### src/rtl/led_pattern_seq_pkg.sv
// ----------------------------------------------------------------------------
// led_pattern_seq_pkg
//   Shared encodings for the LED pattern sequencer:
//     mode_e  : DIP-switch mode encodings (MODE_PASS..MODE_COUNT)
//     state_e : sequencer FSM states (ST_RUN, ST_HOLD)
//     max_int : elaboration-time helper used for width sizing
// ----------------------------------------------------------------------------
package led_pattern_seq_pkg;

   typedef enum logic [1:0] {
      MODE_PASS  = 2'b00,
      MODE_SWEEP = 2'b01,
      MODE_BLINK = 2'b10,
      MODE_COUNT = 2'b11
   } mode_e;

   typedef enum logic {
      ST_RUN  = 1'b0,
      ST_HOLD = 1'b1
   } state_e;

   function automatic int max_int(input int a, input int b);
      return (a > b) ? a : b;
   endfunction

endpackage

### src/rtl/led_tick_gen.sv
// ----------------------------------------------------------------------------
// led_tick_gen
//   Step divider. Counts 0..div_max and raises tick on the terminal count,
//   wrapping to 0 on that same edge.
//   Ports:
//     clk      in   system clock
//     rst_n    in   asynchronous active-low reset
//     clr      in   synchronous clear of the count (wins over en)
//     en       in   count enable; count is frozen when low
//     div_max  in   terminal count (DIV-1)
//     tick     out  1 on the cycle the count equals div_max while enabled
// ----------------------------------------------------------------------------
module led_tick_gen #(
   parameter int CNT_W = 27
) (
   input  logic             clk,
   input  logic             rst_n,
   input  logic             clr,
   input  logic             en,
   input  logic [CNT_W-1:0] div_max,
   output logic             tick
);

   logic [CNT_W-1:0] div_q, div_d;

   assign tick = en && !clr && (div_q == div_max);

   always_comb begin
      div_d = div_q;
      if (clr || tick) begin
         div_d = '0;
      end else if (en) begin
         div_d = div_q + 1'b1;
      end
   end

   always_ff @(posedge clk or negedge rst_n) begin
      if (!rst_n) begin
         div_q <= '0;
      end else begin
         div_q <= div_d;
      end
   end

endmodule

### src/rtl/led_pattern_seq.sv
// ----------------------------------------------------------------------------
// led_pattern_seq
//   LED pattern sequencer: PASS / SWEEP / BLINK / COUNT selected by mode,
//   free-running or one-shot with a done pulse.
//   Ports:
//     clk      in   system clock
//     rst_n    in   asynchronous active-low reset
//     mode     in   2  00 PASS, 01 SWEEP, 10 BLINK, 11 COUNT
//     oneshot  in   1  run one sequence then hold
//     trig     in   1  restarts a held one-shot sequence
//     pass_in  in   N_LED pattern shown in PASS mode
//     duty     in   4  PWM duty (only with LED_SEQ_PWM_EN)
//     led      out  N_LED registered LED drive
//     busy     out  1  sequence running
//     done     out  1  one-cycle pulse at the end of a one-shot sequence
//   Build option: define LED_SEQ_PWM_EN to add the duty input and gate the
//   LED drive with a 4-bit free-running PWM.
// ----------------------------------------------------------------------------
module led_pattern_seq
   import led_pattern_seq_pkg::*;
#(
   parameter int N_LED     = 4,
   parameter int STEP_DIV  = 5_000_000,
   parameter int BLINK_DIV = 8_000_000,
   parameter int BLINK_CNT = 3,
   parameter int CNT_W     = 27
) (
   input  logic             clk,
   input  logic             rst_n,
   input  logic [1:0]       mode,
   input  logic             oneshot,
   input  logic             trig,
   input  logic [N_LED-1:0] pass_in,
`ifdef LED_SEQ_PWM_EN
   input  logic [3:0]       duty,
`endif
   output logic [N_LED-1:0] led,
   output logic             busy,
   output logic             done
);

   // Step counter must reach the last index of the longest sequence.
   localparam int STEP_W = max_int(N_LED,
                           max_int($clog2(2*N_LED), $clog2(2*BLINK_CNT)));

   localparam logic [STEP_W-1:0] SWEEP_LAST = STEP_W'(2*N_LED - 1);
   localparam logic [STEP_W-1:0] BLINK_LAST = STEP_W'(2*BLINK_CNT - 1);
   localparam logic [STEP_W-1:0] COUNT_LAST = STEP_W'((1 << N_LED) - 1);
   localparam logic [N_LED-1:0]  ONE        = N_LED'(1);

   mode_e             mode_q, mode_d;
   state_e            state_q, state_d;
   logic [STEP_W-1:0] step_q, step_d;
   logic [N_LED-1:0]  led_q, led_d;
   logic              done_q, done_d;

   logic              mode_chg, is_pass, tick, seq_last, div_clr, div_en;
   logic [CNT_W-1:0]  div_max;

   assign mode_chg = (mode != mode_q);
   assign is_pass  = (mode_q == MODE_PASS);

   // Divider is cleared on any restart, held at 0 in PASS, frozen in HOLD.
   assign div_clr = mode_chg || is_pass ||
                    ((state_q == ST_HOLD) && (trig || !oneshot));
   assign div_en  = (state_q == ST_RUN) && !is_pass;
   assign div_max = (mode_q == MODE_BLINK) ? CNT_W'(BLINK_DIV - 1)
                                           : CNT_W'(STEP_DIV - 1);

   led_tick_gen #(.CNT_W(CNT_W)) u_tick (
      .clk     (clk),
      .rst_n   (rst_n),
      .clr     (div_clr),
      .en      (div_en),
      .div_max (div_max),
      .tick    (tick)
   );

   always_comb begin
      seq_last = 1'b0;
      case (mode_q)
         MODE_SWEEP: seq_last = (step_q == SWEEP_LAST);
         MODE_BLINK: seq_last = (step_q == BLINK_LAST);
         MODE_COUNT: seq_last = (step_q == COUNT_LAST);
         default:    seq_last = 1'b0;
      endcase
   end

   // Next state: a mode change outranks everything, including a tick.
   always_comb begin
      mode_d  = mode_q;
      state_d = state_q;
      step_d  = step_q;
      done_d  = 1'b0;
      if (mode_chg) begin
         mode_d  = mode_e'(mode);
         state_d = ST_RUN;
         step_d  = '0;
      end else if (is_pass) begin
         state_d = ST_RUN;
         step_d  = '0;
      end else begin
         case (state_q)
            ST_RUN: begin
               if (tick) begin
                  if (seq_last) begin
                     step_d = '0;
                     if (oneshot) begin
                        state_d = ST_HOLD;
                        done_d  = 1'b1;
                     end
                  end else begin
                     step_d = step_q + 1'b1;
                  end
               end
            end
            ST_HOLD: begin
               // Dropping oneshot while held resumes free-running.
               if (trig || !oneshot) begin
                  state_d = ST_RUN;
                  step_d  = '0;
               end
            end
            default: state_d = ST_RUN;
         endcase
      end
   end

   // Pattern decode from the current step; registered into led_q.
   always_comb begin
      led_d = '0;
      if (state_q == ST_RUN) begin
         case (mode_q)
            MODE_PASS:  led_d = pass_in;
            MODE_SWEEP: begin
               if (int'(step_q) < N_LED) begin
                  led_d = ONE << step_q;
               end else if (int'(step_q) < 2*N_LED - 1) begin
                  led_d = ONE << (2*N_LED - 2 - int'(step_q));
               end
            end
            MODE_BLINK: led_d = step_q[0] ? '0 : '1;
            MODE_COUNT: led_d = step_q[N_LED-1:0];
            default:    led_d = '0;
         endcase
      end
   end

   always_ff @(posedge clk or negedge rst_n) begin
      if (!rst_n) begin
         mode_q  <= MODE_PASS;
         state_q <= ST_RUN;
         step_q  <= '0;
         led_q   <= '0;
         done_q  <= 1'b0;
      end else begin
         mode_q  <= mode_d;
         state_q <= state_d;
         step_q  <= step_d;
         led_q   <= led_d;
         done_q  <= done_d;
      end
   end

`ifdef LED_SEQ_PWM_EN
   logic [3:0] pwm_cnt_q;

   always_ff @(posedge clk or negedge rst_n) begin
      if (!rst_n) begin
         pwm_cnt_q <= '0;
      end else begin
         pwm_cnt_q <= pwm_cnt_q + 4'd1;
      end
   end

   assign led = led_q & {N_LED{pwm_cnt_q < duty}};
`else
   assign led = led_q;
`endif

   assign busy = (state_q == ST_RUN) && !is_pass;
   assign done = done_q;

endmodule

### config.mk
export PLATFORM = sky130hd
export DESIGN_NAME = led_pattern_seq
export DESIGN_NICKNAME = d
export VERILOG_FILES = /design/src/rtl/led_pattern_seq_pkg.sv /design/src/rtl/led_tick_gen.sv /design/src/rtl/led_pattern_seq.sv
export SDC_FILE = /design/constraint.sdc
export NUM_CORES = 1
export LEC_CHECK = 0
export ABC_AREA = 0
export BUFFER_PORTS_ARGS = -buffer_cell sky130_fd_sc_hd__buf_4
export CAP_MARGIN = 20
export CORE_MARGIN = 1
export CORE_UTILIZATION = 50
export DETAILED_ROUTE_END_ITERATION = 8
export HOLD_SLACK_MARGIN = 0.15
export PLACE_DENSITY_LB_ADDON = 0.2
export REMOVE_ABC_BUFFERS = 1
export SLEW_MARGIN = 15
export SYNTH_ARGS = -nofsm -noshare
export SYNTH_HDL_FRONTEND = slang
export SYNTH_SLANG_ARGS = --single-unit
### constraint.sdc
create_clock -name clk -period 2.4 [get_ports clk]
set_clock_uncertainty 0.1 [all_clocks]
set_input_delay 0.48 -clock clk [delete_from_list [all_inputs] [get_ports clk]]
set_output_delay 0.48 -clock clk [all_outputs]
set_load 0.005 [all_outputs]
# After elaboration in Yosys (flattened, before gate mapping)
# Index checks and enable logic that the tools add are counted.
dict set report totals {
  ff_bits 39
  inputBits 10
  out_inout_bits 6
  word_cells 63
}
dict set report classes {
  n_addsub 3
  n_lt_le_gt_ge 2
  n_eq_ne 10
  shifts 2
  mux 25
  n_bitwise 1
  reduce_logical 14
}
# cell count
set ops {}
lappend ops {{$mux W27} 2}
lappend ops {{$mux W4} 9}
lappend ops {{$shl A1 B32 Y4 const A} 1}
lappend ops {{$add A27 B1 Y27 const B} 1}
lappend ops {{$eq A27 B23 Y1} 1}
lappend ops {{$mux W22} 1}
lappend ops {{$pmux W4 S4} 1}
lappend ops {{$mux W1} 9}
lappend ops {{$eq A4 B3 Y1 const B} 2}
lappend ops {{$lt A4 B3 Y1 const B} 2}
lappend ops {{$pmux W4 S2} 1}
lappend ops {{$sub A3 B4 Y5 const A} 1}
lappend ops {{$add A4 B1 Y4 const B} 1}
lappend ops {{$eq A2 B2 Y1 const B} 2}
lappend ops {{$eq A4 B4 Y1 const B} 1}
lappend ops {{$logic_and A1 B1 Y1} 4}
lappend ops {{$logic_or A1 B1 Y1} 4}
lappend ops {{$ne A4 B1 Y1 const B} 1}
lappend ops {{$ne A4 B3 Y1 const B} 1}
lappend ops {{$shl A1 B4 Y4 const A} 1}
lappend ops {{$logic_not A1 Y1} 3}
lappend ops {{$pmux W1 S3} 1}
lappend ops {{$eq A2 B1 Y1 const B} 1}
lappend ops {{$logic_not A2 Y1} 1}
lappend ops {{5 further kinds} 5}

# Logic depth before layout (Yosys ltp)
# Gate-level depths: netlist of the first run.
dict set report logic_depth {
  depth_word 11
  depth_mapped 9
  ltp_nobuf 8
}

# Modules after synthesis
# From an unflattened synthesis of the first run, not the netlist that was laid out.
dict set report hier_totals {
  hier_cells 267
  area_unflattened_um2 2536.2
}
# mod instances cells_per_inst area_each_um2 seq_area_each_um2
set by_module_without_submodules {}
lappend by_module_without_submodules {led_tick_gen 1 180 1686.6 675.6}
lappend by_module_without_submodules {led_pattern_seq 1 87 849.6 300.3}

# Least setup slack after synthesis of the first run
# No wires, ideal clock.
dict set report synth_path {
  path_type {register -> register}
  startpoint {reg mode_q[0]}
  endpoint {reg state_q}
  setup_ns 0.073
  t_arrival_ns 1.909
  required_ns 2.227
  slack_ns 0.317
  path_stages_with_launch 9
  n_path_buf 1
  period_less_slack_ns 2.083
  path_cell_list {dfrtp_1 -> buf_2 -> inv_1 -> nor2_1 -> ha_1 -> nor4bb_1 -> o21ai_0 -> or3b_1 -> a21oi_2}
}
dict set report synth_via {
  elab_chain_len 10
  elab_cells_between_ends 20
  cone_classes {5 x eq/ne; 7 x mux; 8 x reduce/logical}
}
# item line_no
set synth_lines {}
lappend synth_lines {{from (decl)} led_pattern_seq.sv:51} ;# mode_e mode_q, mode_d;
lappend synth_lines {{from (signal assigned)} led_pattern_seq.sv:157} ;# mode_q <= mode_d;
lappend synth_lines {{parallel branches: the longest is 9 deep, another holds $eq A27 B23 Y1} -}
lappend synth_lines {{$mux W1 *} led_pattern_seq.sv:95} ;# if (mode_chg) begin
lappend synth_lines {{via state_d} led_pattern_seq.sv:52} ;# state_e state_q, state_d;
lappend synth_lines {{to (signal assigned)} led_pattern_seq.sv:158} ;# state_q <= state_d;
lappend synth_lines {{to (decl)} led_pattern_seq.sv:52}
# Mark *: on every way through the listed nets, which the timed path passes.
# A chain may end at the register's enable or synchronous reset.

# Worst setup path in the final report of the first run
dict set report layout_path {
  startpoint {reg mode_q[1]}
  endpoint {reg state_q}
}
# Same word-level chain as after synthesis.

==> results of run 1 <==
[cell usage in the layout, fill, tap and decap left out, types with 2 or more instances in the layout]
cell type and count:
a31o_2 2, nor2_1 37, xnor2_1 21, a211oi_1 2
a21oi_1 4, inv_1 7, and4_1 2, xor2_1 6
nor4_1 9, nor2b_1 4, buf_4 28, nand3_1 8
nand4_1 8, nor4bb_1 2, ha_1 4, o21ai_0 8
clkbuf_8 7, and3_1 5, nor3_1 11, nand2_1 18
nor4b_1 3, and4bb_1 2, dfrtp_1 39
[through the flow]
stage | std cells | hold slack [ns]
after floorplan | 225 | 0.08441
after global placement | 305 | 0.3811
after detailed placement | 305 | 0.3882
after CTS | 314 | 0.2200
after global routing | 314 | 0.2157
final | 314 | 0.2294
[synthesized netlist by cell type, types with 3 or more instances]
| cell | number | area (µm²) |
|---|---|---|
| and3_1 | 5 | 31.28 |
| ha_1 | 4 | 50.05 |
| buf_2 | 5 | 25.02 |
| nand4_1 | 8 | 50.05 |
| nor2b_1 | 4 | 25.02 |
| a21oi_1 | 4 | 20.02 |
| inv_1 | 7 | 26.28 |
| clkbuf_1 | 4 | 15.01 |
| o21ai_0 | 8 | 40.04 |
| buf_6 | 3 | 33.78 |
| nor4b_1 | 3 | 26.28 |
| nor4_1 | 9 | 56.30 |
| nand3_1 | 8 | 40.04 |
| dfrtp_1 | 39 | 975.9 |
| nand2_1 | 18 | 67.56 |
| nor3_1 | 11 | 55.05 |
| xnor2_1 | 21 | 183.9 |
| nor2_1 | 37 | 138.9 |
| xor2_1 | 6 | 52.55 |
[registers in the layout (all words and copies together), names as in the netlist]
register      cells
u_tick.div_q     27
led               4
done              1
step_q            4
state_q           1
mode_q            2
[power by group through the flow]
stage	Clock (mW)	Sequential, mW	Combinational [mW]
after global placement	0	0.690	0.120
final	0.486	0.677	0.122
after detailed placement	0	0.690	0.122
after global routing	0.526	0.679	0.137
after CTS	0.499	0.677	0.124
after floorplan	0	0.694	0.0536
[repair_timing]
action | CTS | global route
hold buffers | 1 | 0
hold endpoints to repair | 39 | 0
setup buffers | 0 | 0
[final cells by class]
type,count,area (µm²)
Tap cell,52,65.06
Timing Repair Buffer,29,220.2
Clock buffer,8,100.1
Fill cell,401,1765
Sequential cell,39,975.9
Inverter,7,26.28
Multi-Input combinational cell,179,1171
[layer usage]
metal,track usage (%),up-vias
li1,-,883
met1,30.20,870
met2,33.44,30
met3,3.363,10
met4,9.297,0
met5,0,-
[worst max-delay path by stage]
| stage | start | to | slack, ns |
|---|---|---|---|
| after floorplan | mode_q[1] | step_q[0] | -0.16 |
| after global placement | mode_q[1] | step_q[2] | 0.29 |
| after detailed placement | mode_q[1] | state_q | 0.25 |
| after CTS | mode_q[1] | state_q | 0.22 |
| after global routing | mode_q[0] | step_q[2] | 0.03 |
| final | mode_q[1] | state_q | 0.19 |
[cell families (layout without fill, tap and decap cells)]
family                   Yosys count  in the layout  synth area share, %
AO/OA/AOI/OAI                     25             25                8.631
multiplexers                       2              2               0.9465
adder cells (fa/ha/maj)            4              4                2.227
buffers and inverters             19             44                4.454
XOR/XNOR                          27             27                10.52
flip-flops                        39             39                43.43
AND/OR/NAND/NOR                  121            121                29.79
==> results.cfg, run 1 <==
[status]
status = completed

[drt]
postRouteAntennaNets = 0
wl_met2_um = 2128
avgRoutedWirePerCell_um = 14.66
drt-vias-per-instance = 5.710
totalWireLength_um = 4604
drtPass1Iterations = 4
drc = 0
dr_total_vias = 1793
wl_met1_um = 2227
wl_met3_um = 164
routed.top_layer = met4
drt_iter0_markers = 143

[global_routing]
antenna_found_initial = 0
grtUsageTotal_pct = 21.63
grt-ovfl-total = 0
grt_pass1_vias = 1760
grt_pass1_wl_um = 8300
grt_max_degree = 40

[logic_synthesis]
avgSynthCellArea_um2 = 9.482
ys_seq_area_share_pct = 43.43
ys_warn_count = 0
syn_inst = 237
ys_types = 47
syn_area_um2 = 2247
ys.flop_type = dfrtp_1
synth_edf_count = 0
synthArstFlopShare_pct = 100.0
ys_ff_latch = 39

[setup_path]
critical_path.slowest_cell = dfrtp_1
critical-path-max-stage-delay_ns = 0.44
crit_type = flop to flop
r2r_start = mode_q[1]
r2r_cells = 7
critPathCaptureType = flop
path_delay_family = simple AND/OR/NAND/NOR gates
rrSetupSlack_ns = 0.19
crit_cells = 7
r2r-end = state_q
cp_max_fo = 6
crit_buf_inv = 1
crit_chain = inv_1 > nor2_1 > ha_1 > nor4bb_1 > o21ai_0 > or3b_1 > a21oi_2
critPathArrivalTime_ns = 2.32
crit_required_ns = 2.52
cp-start-kind = flop

[placement]
port_buffers = 15
post-dp-hpwl_um = 3204
pre_cts_slack_ns = 0.2536
place_area_um2 = 2449
gp_congestion = 0.8244

[pwr]
irDropWorstVdd_v = 0.0003618
p_comb_share_pct = 9.5
power.leakage_nw = 1.042
seqPwrFrac_pct = 52.7
p_int_mw = 0.9852
cellPowerDensity_nw_per_um2 = 502.5
clkPwrFrac_pct = 37.8
sw_frac_of_total_pct = 23.38
total_power_mw = 1.286
p_switching_mw = 0.3007

[hold_path]
hp-class = input pin to flop
hold-path-endpoint = mode_q[1]
hold_depth = 1
worstHoldStart = mode[1]

[die]
rows = 24
io_pins = 16
design.core.area_um2 = 4324
dieArea_um2 = 4767
die_h_um = 69.04
start_util_pct = 51.97
die_w_um = 69.04

[sta]
final-hold-violation-count = 0
setup_tns_ns = 0
rsz0062_at_grt = false
fin_crit_sh_pct = 91.94
slew_violations = 0
slew_headroom_pct = 66.60
fin_ws_ns = 0.1935
max_freq_mhz = 453.2
finalSetupViolCount = 0
fin_crit_ns = 2.206
worst_pin_slew_ns = 0.4998

[clock_tree]
cts_buffers = 5
cts_tree = yes
clkLatencyLatePin_ns = 0.29
clk_path_buf_depth = 2
root_buffer = clkbuf_8
cts.repair.resized = 0
numClockSinks = 39
htreeDepth = 2
clk_pin_slew_ns = 0.07

[finish]
fin_area_um2 = 2559
utilization_pct = 59.17
diodes = 0
layout-area-overhead-vs-synth_pct = 13.86
fin_nets = 275
drive_above_1_share_pct = 17.56

[run]
maxCapViolations = 0
Note: power is estimated with default switching activity, not from simulation.
==> run 2: changes to the inputs <==
--- a/config.mk
+++ b/config.mk
@@ -14,6 +14,7 @@
 export HOLD_SLACK_MARGIN = 0.15
 export PLACE_DENSITY_LB_ADDON = 0.2
 export REMOVE_ABC_BUFFERS = 1
+export SETUP_SLACK_MARGIN = 0.5
 export SLEW_MARGIN = 15
 export SYNTH_ARGS = -nofsm -noshare
 export SYNTH_HDL_FRONTEND = slang
==> constraint.sdc (replaced) <==
create_clock -name clk -period 2.4 [get_ports clk]
set_clock_uncertainty 0.1 [all_clocks]
set_input_delay 0.24 -clock clk [delete_from_list [all_inputs] [get_ports clk]]
set_output_delay 0.24 -clock clk [all_outputs]
set_load 0.005 [all_outputs]
==> results.cfg, run 2 (synthesized netlist as in run 1, its figures left out) <==
[global_routing]
grt_max_degree = 40
grt_pass1_vias = 1873
antenna_found_initial = 0
grt_pass1_wl_um = 8487
grtUsageTotal_pct = 22.18
grt-ovfl-total = 0

[setup_path]
critical_path.slowest_cell = dfrtp_2
critPathCaptureType = flop
critical-path-max-stage-delay_ns = 0.44
crit_type = flop to flop
path_delay_family = simple AND/OR/NAND/NOR gates
crit_chain = and4bb_1 > nand4_4 > a2111oi_4 > or3b_4 > a21oi_2
critPathArrivalTime_ns = 2.14
crit_required_ns = 2.52
cp_max_fo = 5
crit_buf_inv = 0
cp-start-kind = flop

[die]
dieArea_um2 = 4767
die_w_um = 69.04
start_util_pct = 51.97
io_pins = 16
design.core.area_um2 = 4324
rows = 24
die_h_um = 69.04

[pwr]
power.leakage_nw = 1.124
total_power_mw = 1.242
irDropWorstVdd_v = 0.0002979
cellPowerDensity_nw_per_um2 = 445.4

[finish]
drive_above_1_share_pct = 28.88
utilization_pct = 64.50
fin_cells = 329
layout_commonest_cell = buf_4
regMostFlops = u_tick.div_q
fin_area_um2 = 2789
diodes = 0
layout-area-overhead-vs-synth_pct = 24.11
largest_reg_flops = 27
fin_nets = 292
layout_common_cells = 40 x buf_4, 36 x nor2_1, 35 x dfrtp_1

[sta]
setup_tns_ns = 0
fin_ws_ns = 0.3780
slew_violations = 0
worst_pin_slew_ns = 0.4958
slew_headroom_pct = 66.95
fin_crit_sh_pct = 84.25
rsz0062_at_grt = true
final-hold-violation-count = 0
finalSetupViolCount = 0
max_freq_mhz = 494.6
fin_crit_ns = 2.022
holdWs_ns = 0.1990

[drt]
drc = 0
drtPass1Iterations = 4
drt-vias-per-instance = 5.644
totalWireLength_um = 5107
postRouteAntennaNets = 0
avgRoutedWirePerCell_um = 15.52
drt_iter0_markers = 115
dr_total_vias = 1857

[placement]
gp_congestion = 0.8332
post-dp-hpwl_um = 3296
place_area_um2 = 2441
dpl.cell_count = 304
pre_cts_slack_ns = 0.1344
port_buffers = 15

[status]
status = completed

[clock_tree]
cts_tree = yes
clk_path_buf_depth = 2
htreeDepth = 2
root_buffer = clkbuf_8
cts_buffers = 5
clk_pin_slew_ns = 0.07
numClockSinks = 39
clkLatencyLatePin_ns = 0.29

[hold_path]
hp-class = input pin to flop

[run]
maxCapViolations = 0
run 2: changes by cell type in the layout (fill, tap and decap cells not counted), moves of 3 or more:
cell	delta
buf_4	+12
dfrtp_1	-4
dfrtp_2	+4
dlygate4sd3_1	+3
run 2: report_power, final:
part           internal, mW  switching [mW]  total [mW]
logic                0.0747          0.0774       0.152
registers             0.670         0.00808       0.678
clock network         0.194           0.219       0.412
run 2: worst register-to-register path, cell delays in order (launching register included):
cell and delay [ns]:
dfrtp_2 0.44, and4bb_1 0.31, nand4_4 0.09, a2111oi_4 0.44, or3b_4 0.44, a21oi_2 0.13
run 2: layout make-up:
type                    count  area (µm²)
fillers                   372        1535
clock buffers               6       72.57
multi-input cells         179        1272
flip-flops and latches     39       980.9
well taps                  52       65.06
inverters                   7       26.28
repair buffers             46       371.6
run 2: worst paths after layout:
| check | from | end | slack, ns | depth (start not counted) |
|---|---|---|---|---|
| worst max register to register | mode_q[0] | state_q | 0.38 | 5 |
| worst min-delay path | pass_in[1] | led[1] | 0.20 | 3 |
| worst min register to register | state_q | led[1] | 0.47 | 2 |
| min in group asynchronous | rst_n | u_tick.div_q[19] | 0.35 | 2 |
| max in group asynchronous | rst_n | mode_q[1] | 1.47 | 2 |
| worst max-delay path | mode_q[0] | state_q | 0.38 | 5 |
run 2: what timing repair did:
| item | CTS | global route |
|---|---|---|
| setup endpoints to repair | 33 | 36 |
| gates resized for setup | 16 | 17 |
| pin swaps | 10 | 6 |
| hold buffers | 4 | 0 |
| hold endpoints to repair | 42 | 0 |
| setup buffers | 10 | 5 |
run 2: routing by layer:
metal / share of wire, % / up-vias / wire [µm] / track usage (%)
met5: 0 / - / 0 / 0
met4: 1.6 / 0 / 80 / 10.43
met3: 3.4 / 9 / 172 / 3.509
met2: 48 / 37 / 2444 / 34.63
met1: 47 / 892 / 2409 / 30.24
li1: - / 919 / - / -
